$ cat src/rtl/regfile_pkg.sv
// Shared types for the register-file writeback arbiter: FSM states and the
// buffered multi-cycle writeback entry.
package regfile_pkg;

   typedef enum logic {
      NORMAL = 1'b0,
      DRAIN  = 1'b1
   } arb_state_t;

   typedef struct packed {
      logic [4:0]  reg_num;
      logic [31:0] data;
   } wb_entry_t;

endpackage

$ cat src/rtl/wb_fifo.sv
// Small circular buffer holding multi-cycle results waiting for a
// register-file write port; head is presented combinationally.
module wb_fifo
   import regfile_pkg::*;
#(
   parameter  int DEPTH = 2,
   localparam int CW    = $clog2(DEPTH + 1)
) (
   input  logic          clk,
   input  logic          rst,
   input  logic          push,
   input  logic          pop,
   input  wb_entry_t     din,
   output wb_entry_t     head,
   output logic [CW-1:0] count
);

   localparam int PW = (DEPTH > 1) ? $clog2(DEPTH) : 1;

   wb_entry_t     mem [DEPTH];
   logic [PW-1:0] rd_ptr;
   logic [PW-1:0] wr_ptr;
   logic          do_push;
   logic          do_pop;

   function automatic logic [PW-1:0] ptr_inc(input logic [PW-1:0] p);
      return (p == PW'(DEPTH - 1)) ? '0 : p + 1'b1;
   endfunction

   // Full blocks a push even when a pop frees a slot in the same cycle.
   assign do_push = push && (count < CW'(DEPTH));
   assign do_pop  = pop && (count != '0);
   assign head    = mem[rd_ptr];

   always_ff @(posedge clk or posedge rst) begin
      if (rst) begin
         rd_ptr <= '0;
         wr_ptr <= '0;
         count  <= '0;
      end else begin
         if (do_push) wr_ptr <= ptr_inc(wr_ptr);
         if (do_pop)  rd_ptr <= ptr_inc(rd_ptr);
         case ({do_push, do_pop})
            2'b10:   count <= count + 1'b1;
            2'b01:   count <= count - 1'b1;
            default: count <= count;
         endcase
      end
   end

   always_ff @(posedge clk) begin
      if (do_push) mem[wr_ptr] <= din;
   end

endmodule

$ cat src/rtl/regfile_wb_arbiter.sv
// Shares the single register-file write port between the pipeline WB stage
// and buffered multi-cycle results, with a starvation guard on the buffer.
//
// state  | meaning
// NORMAL | WB request wins; otherwise buffer head is written
// DRAIN  | buffer starved too long: WB stalled, head forced through
module regfile_wb_arbiter
   import regfile_pkg::*;
#(
   parameter  int STARVE_LIMIT = 4,
   parameter  int MC_DEPTH     = 2,
   localparam int CW           = $clog2(MC_DEPTH + 1)
) (
   input  logic          clk,
   input  logic          rst,
   input  logic          wb_valid,
   input  logic [4:0]    wb_reg,
   input  logic [31:0]   wb_data,
   input  logic          mc_valid,
   output logic          mc_ready,
   input  logic [4:0]    mc_reg,
   input  logic [31:0]   mc_data,
   output logic          reg_write,
   output logic [4:0]    write_reg,
   output logic [31:0]   write_data,
   output logic          pipe_stall,
   output logic [CW-1:0] mc_count
);

   localparam int SW = $clog2(STARVE_LIMIT + 1);

   arb_state_t    state;
   arb_state_t    state_nxt;
   logic [SW-1:0] starve;
   logic [SW-1:0] starve_nxt;
   logic          wb_req;
   logic          mc_push;
   logic          fifo_empty;
   logic          grant_wb;
   logic          grant_mc;
   wb_entry_t     head;
   wb_entry_t     mc_entry;

   assign mc_ready   = mc_count < CW'(MC_DEPTH);
   // Results for r0 are accepted from the unit but dropped here.
   assign mc_push    = mc_valid && mc_ready && (mc_reg != '0);
   assign wb_req     = wb_valid && (wb_reg != '0);
   assign fifo_empty = (mc_count == '0);
   assign pipe_stall = (state == DRAIN);
   assign mc_entry   = '{reg_num: mc_reg, data: mc_data};

   wb_fifo #(.DEPTH(MC_DEPTH)) u_fifo (
      .clk   (clk),
      .rst   (rst),
      .push  (mc_push),
      .pop   (grant_mc),
      .din   (mc_entry),
      .head  (head),
      .count (mc_count)
   );

   always_comb begin
      grant_wb   = 1'b0;
      grant_mc   = 1'b0;
      state_nxt  = state;
      starve_nxt = starve;
      if (!rst) begin
         unique case (state)
            DRAIN: begin
               if (!fifo_empty) begin
                  grant_mc   = 1'b1;
                  starve_nxt = '0;
                  state_nxt  = NORMAL;
               end
            end
            default: begin
               if (wb_req) begin
                  grant_wb = 1'b1;
                  if (!fifo_empty) begin
                     starve_nxt = starve + 1'b1;
                     if (starve_nxt == SW'(STARVE_LIMIT)) state_nxt = DRAIN;
                  end
               end else if (!fifo_empty) begin
                  grant_mc   = 1'b1;
                  starve_nxt = '0;
               end
            end
         endcase
      end
   end

   always_ff @(posedge clk or posedge rst) begin
      if (rst) begin
         state  <= NORMAL;
         starve <= '0;
      end else begin
         state  <= state_nxt;
         starve <= starve_nxt;
      end
   end

   assign reg_write  = grant_wb || grant_mc;
   assign write_reg  = grant_wb ? wb_reg  : (grant_mc ? head.reg_num : '0);
   assign write_data = grant_wb ? wb_data : (grant_mc ? head.data    : '0);

endmodule

$ cat config.mk
export PLATFORM = sky130hd
export DESIGN_NAME = regfile_wb_arbiter
export DESIGN_NICKNAME = d
export VERILOG_FILES = /design/src/rtl/regfile_pkg.sv /design/src/rtl/wb_fifo.sv /design/src/rtl/regfile_wb_arbiter.sv
export SDC_FILE = /design/constraint.sdc
export NUM_CORES = 1
export LEC_CHECK = 0
export ABC_AREA = 1
export CAP_MARGIN = 20
export CORE_ASPECT_RATIO = 0.8
export CORE_UTILIZATION = 38
export DETAILED_ROUTE_END_ITERATION = 8
export PLACE_DENSITY = 0.72
export SYNTH_ARGS = -nofsm -noshare
export SYNTH_HDL_FRONTEND = slang
export SYNTH_SLANG_ARGS = --single-unit
$ cat constraint.sdc
create_clock -name clk -period 2.43 [get_ports clk]
set_clock_uncertainty 0.05 [all_clocks]
set_input_delay 0.3645 -clock clk [delete_from_list [all_inputs] [get_ports clk]]
set_output_delay 0.3645 -clock clk [all_outputs]
set_load 0.02 [all_outputs]
# Word level (Yosys, flattened, before mapping)
# Memories as Yosys holds them, arrays and structs flattened.
# Index checks and enable logic that the tools add are counted.
# word_totals
ram_bits	74
memories	1
ff_bits	8
input_bits	78
elab_cells	54
output_inout_bits	42
# classes
n_mux	25
order_cmp	1
bitwise	1
eq_ne	4
n_reduce_logical	12
n_addsub	5
# memory_table
name	depth	width	read_ports	rd_ports_with_merged_regs	wr	line_no	text
u_fifo.mem	2	37	1	0	1	wb_fifo.sv:20	wb_entry_t mem [DEPTH];
# op_table
op	n
$mux 32	2
$mux 1	16
$mux 3	4
$mux 5	2
$reduce_bool 5->1	2
$logic_and 1x1->1	5
$pmux 2 s2	1
$reduce_bool 2->1	2
$add 3x1->3 const B	1
$eq 3x3->1 const B	1
$ne 3x3->1 const B	1
$add 1x1->1 const B	2
$add 2x1->2 const B	1
$eq 2x1->1 const B	1
$eq 2x2->1 const B	1
$logic_not 2->1	1
$lt 2x2->1 const B	1
$reduce_and 2->1	1
$sub 2x1->2 const B	1
$logic_or 1x1->1	1
$not 1->1	1

# Depth between registers and ports, before layout
# logic_depth
word_depth	8
mapped_depth	10
mapped_depth_nobuf	9

# Modules after synthesis
# A second synthesis with hierarchy kept.
# hier_totals
cells_unflattened	396
hier_area_um2	3990.1
# modules_own_cells
mod	area_each_um2	instances	seq_area_each_um2	cells_per_inst
wb_fifo	2976.6	1	2322.2	221
regfile_wb_arbiter	1013.5	1	100.1	175

# Least setup slack after synthesis
# OpenSTA, ideal clock, no wires.
# synth_timing
path_kind	flip-flop to flip-flop
startpoint	register u_fifo.count[1]
endpoint	memory u_fifo.mem[1][0] (netlist name), enable pin
t_arrival_ns	2.428
setup_slack_ns	-0.479
t_required_ns	1.949
setup_time_ns	0.431
stages_incl_launch_ff	4
cell_sequence	dfrtp_1 > inv_1 > nand3_1 > nor2_1
# synth_via
elab_chain_cells	6
# synth_rtl
item	line_no	text
start: declaration	wb_fifo.sv:15	output logic [CW-1:0] count
start signal: assignment	wb_fifo.sv:44	2'b10: count <= count + 1'b1;
start signal: assignment	wb_fifo.sv:45	2'b01: count <= count - 1'b1;
start signal: assignment	wb_fifo.sv:46	default: count <= count;
$lt 2x2->1 (*)	regfile_wb_arbiter.sv:44	assign mc_ready = mc_count < CW'(MC_DEPTH);
named net mc_ready	regfile_wb_arbiter.sv:20	output logic mc_ready,
$logic_and 1x1->1 (2 in a row)	regfile_wb_arbiter.sv:46	assign mc_push = mc_valid && mc_ready && (mc_reg != '0);
$logic_and 1x1->1 (*)	wb_fifo.sv:31	assign do_push = push && (count < CW'(DEPTH));
$mux 1 (*)	wb_fifo.sv:52	if (do_push) mem[wr_ptr] <= din;
$mux 1 (implied by the code) (*)	wb_fifo.sv:52	
end: declaration	wb_fifo.sv:20	
# Mark *: on every way through the listed nets, which the timed path passes. The rest lies on a longest branch.

# Worst setup path after layout
# layout_timing
startpoint	input wb_reg[4]
endpoint	output write_reg[4]
# layout_via
elab_chain_cells	7
word_cells_on_any_way	10
# layout_rtl
item	line_no	text
start: declaration	regfile_wb_arbiter.sv:17	input logic [4:0] wb_reg,
$reduce_bool 5->1	regfile_wb_arbiter.sv:47	assign wb_req = wb_valid && (wb_reg != '0);
$logic_and 1x1->1	regfile_wb_arbiter.sv:47	
$mux 1	regfile_wb_arbiter.sv:77	if (wb_req) begin
$mux 1	regfile_wb_arbiter.sv:68	unique case (state)
$mux 1	regfile_wb_arbiter.sv:67	if (!rst) begin
$mux 5	regfile_wb_arbiter.sv:103	assign write_reg = grant_wb ? wb_reg : (grant_mc ? head.reg_num : '0);
$mux 5 (*)	regfile_wb_arbiter.sv:103	
end: declaration	regfile_wb_arbiter.sv:24	output logic [4:0] write_reg,
# Mark *: on every way between the ends. The rest lies on a longest branch, timed or not.

==> results by group <==
Timing
  • Final Hold Slack: about 0.45 ns
  • Final Hold Fails: 0
  • Tcrit/Tclk final: 0.928
  • Worst setup margin: ~0.17 ns
  • Fmax: roughly 440 MHz
  • Final setup vio count: 0
  • Period minus WS final: 2.26 ns
  • RSZ-0062 raised after global routing: false
  • Max-slew violation count: 0
  • Slew margin rel.: 0.727
  • Setup TNS: 0 ns
  • Slew @ Worst Pin: 0.409 ns

Place
  • Post-DP HPWL: 5550 um
  • GPL Wtd Cong: roughly 0.71
  • Pre-CTS setup slack: -0.282 ns
  • IO buf count: ~120
  • Dpl cells: 606

Route
  • Drt total wl: slightly below 8000 um
  • Post-DR vias/cell: about 4.5
  • Post-route DRC violation count: 18
  • Via count: approximately 2.8k
  • Pre-antenna DRT Iters: 6
  • Post-route ant nets: 0
  • Drt wl/cell: about 13 um
  • DRT iter0 DRCs: approximately 140

Cells and area
  • Area Growth Syn to Fin: 42.6%
  • Layout cell share with drive strength beyond 1: 0.142
  • Fin nets: between 500 and 600
  • Non-Filler Instances: approximately 620
  • Number of diodes: 0

Clock network
  • Post-CTS setup buffer count: 0
  • Cts hold-fix bufs: 0
  • Clock Latency Late Sink: roughly 0.32 ns
  • H-tree depth: 3
  • CTS Buffer Depth: 2
  • Clock-pin transition on the worst setup and hold timing paths: 0.06 ns
  • Number of buffers created by CTS: 9
  • TritonCTS Sinks: roughly 80
  • CTS tree: yes
  • Clock root buffer: clkbuf_16

Outcome
  • Outcome: complete, but fails checks
  • Violated checks: DRC

Yosys
  • Register bit total from synthesis: 82
  • Yosys synthesis warning count: 0
  • Net Count, Synth: about 450
  • Leading area contributor after synthesis: edfxtp_1
  • Top cell type's share of synthesized area: 0.613
  • Average size of a mapped cell: between 9 and 10 um^2
  • Cells after Synth: roughly 370
  • Synth top area cells: edfxtp_1 61%, nand2_1 24%, dfrtp_1 5.5%, buf_2 1.5%, inv_1 1.3%
  • Synthesized cell area: roughly 0.0036 mm^2
  • Post-synthesis sequential area ratio: 0.669
  • Synth cell types: 21

Global routing
  • Initial antenna violation count: 0
  • Vias in the first global route: about 2.8k
  • Total GRT Usage: 0.167
  • Total grt overflow: 0
  • First-pass GRT wire length: 12800 um
  • Largest net degree at the start of global routing: 39

Floorplanning
  • Core Rows: 31
  • IO Count: 120
  • Die Wd: between 100 and 150 um
  • Die area: about 0.0099 mm^2
  • Starting Density: 0.396
  • Chip height: around 90 um
  • Core area: between 0.009 and 0.01 mm^2

Critical path
  • Critical path required time: a little over 2 ns
  • Critical Path End Type: output pin
  • Crit path DAT: approximately 1.8 ns
  • CP max FO: 22
  • Startpoint Class: primary input
  • Crit path kind: primary input to output pin

Power and ir drop
  • Power per cell area: roughly 960 mW/mm^2
  • Peak VDD IR: 0.372 mV
  • Leak: roughly 2.3 nW
  • Total power: between 4 and 5 mW

Min path
  • Hold Path Class: register to register

Flow run
  • Maxcap violations: 0
[final cells by class]
cell class | instances | area (um^2)
flip-flops and latches | 82 | 2420
inverters | 14 | 52.6
clock buffers | 10 | 229
repair buffers | 133 | 1160
clock inverters | 6 | 90.1
fillers | 831 | 3990
multi-input cells | 262 | 1070
well taps | 115 | 144
[metal layers]
metal | share of wire | wire, um | global-route usage
met1 | 0.44 | 3460 | 0.193
met2 | 0.49 | 3880 | 0.305
met3 | 0.059 | 469 | 0.0420
met4 | 0.013 | 102 | 0.0639
met5 | 0 | 0 | 0
[through the flow]
step                      cell area (um^2)   util
after global routing                  5170  0.565
after floorplan                       3630      -
after detailed placement              5040  0.550
after global placement                5040  0.550
final                                 5170  0.565
after CTS                             5320  0.581
[registers in the layout, indices dropped and copies added, names as in the netlist]
signal	cells
starve	3
u_fifo.count	2
u_fifo.rd_ptr	1
pipe_stall	1
u_fifo.mem	74
u_fifo.wr_ptr	1
[worst max-delay path: stages]
cell and delay (ns):
clkdlybuf4s50_1 0.44, nor2_1 0.11, nand3_1 0.15, nand2_2 0.14
nand2_2 0.08, inv_2 0.10, buf_12 0.16, nand2_1 0.08
nand2_1 0.06, clkbuf_2 0.16
[synthesized netlist by cell type]
library cell,number
nor2_1,6
nand4_1,2
o21ai_0,5
xor2_1,1
ha_1,3
nand2_2,2
buf_2,11
nor2_4,2
dfrtp_1,8
nor2_2,1
nand3_1,3
nand2_1,233
o21bai_1,1
inv_1,13
edfxtp_1,74
buf_6,2
nor3_1,1
clkbuf_1,2
inv_2,1
xnor2_1,1
a21oi_1,1
[timing repair]
item                                   4_1_cts  5_1_grt
cloned                                       0        0
pin swaps                                    0        0
setup endpoints to repair                   38       37
endpoints found under the hold margin        0        0
resized for setup                           45       67
[cells in the final DEF, fill, tap and decap left out, types with 2 or more instances in the layout]
cell and instances:
ha_1 3, edfxtp_1 74, clkbuf_2 37, nand4_1 2
nand2_2 2, clkbuf_16 9, bufinv_16 2, nand2_1 233
clkinv_1 2, nor2_1 5, o21ai_0 5, inv_1 12
clkinv_4 2, buf_12 4, buf_4 10, nor2_4 3
dfrtp_1 8, nand3_1 3, clkdlybuf4s50_1 81
[worst paths after layout]
check,start,to,slack (ns),cells past startpoint
setup / recovery,wb_reg[4],write_reg[4],0.17,10
hold / removal,u_fifo.wr_ptr,u_fifo.wr_ptr,0.45,2
setup reg to reg,pipe_stall,u_fifo.count[1],0.53,9
hold reg to reg,u_fifo.wr_ptr,u_fifo.wr_ptr,0.45,2
max in group asynchronous,rst,pipe_stall,1.57,3
min in group asynchronous,rst,u_fifo.rd_ptr,0.52,3
[where the power goes]
group          internal [mW]  switching, mW
sequential              1.84         0.0861
clock                  0.904          0.533
combinational          0.576           1.00
[cells by family after synthesis]
family / share of synthesized area
DFF: 0.669
xor gates and xnor gates: 0.00484
AOI/OAI and AO/OA: 0.0104
adders and majority gates: 0.0104
buffers and inverters: 0.0380
and+or+nand+nor: 0.268
Power figures use the tool's default switching activity.
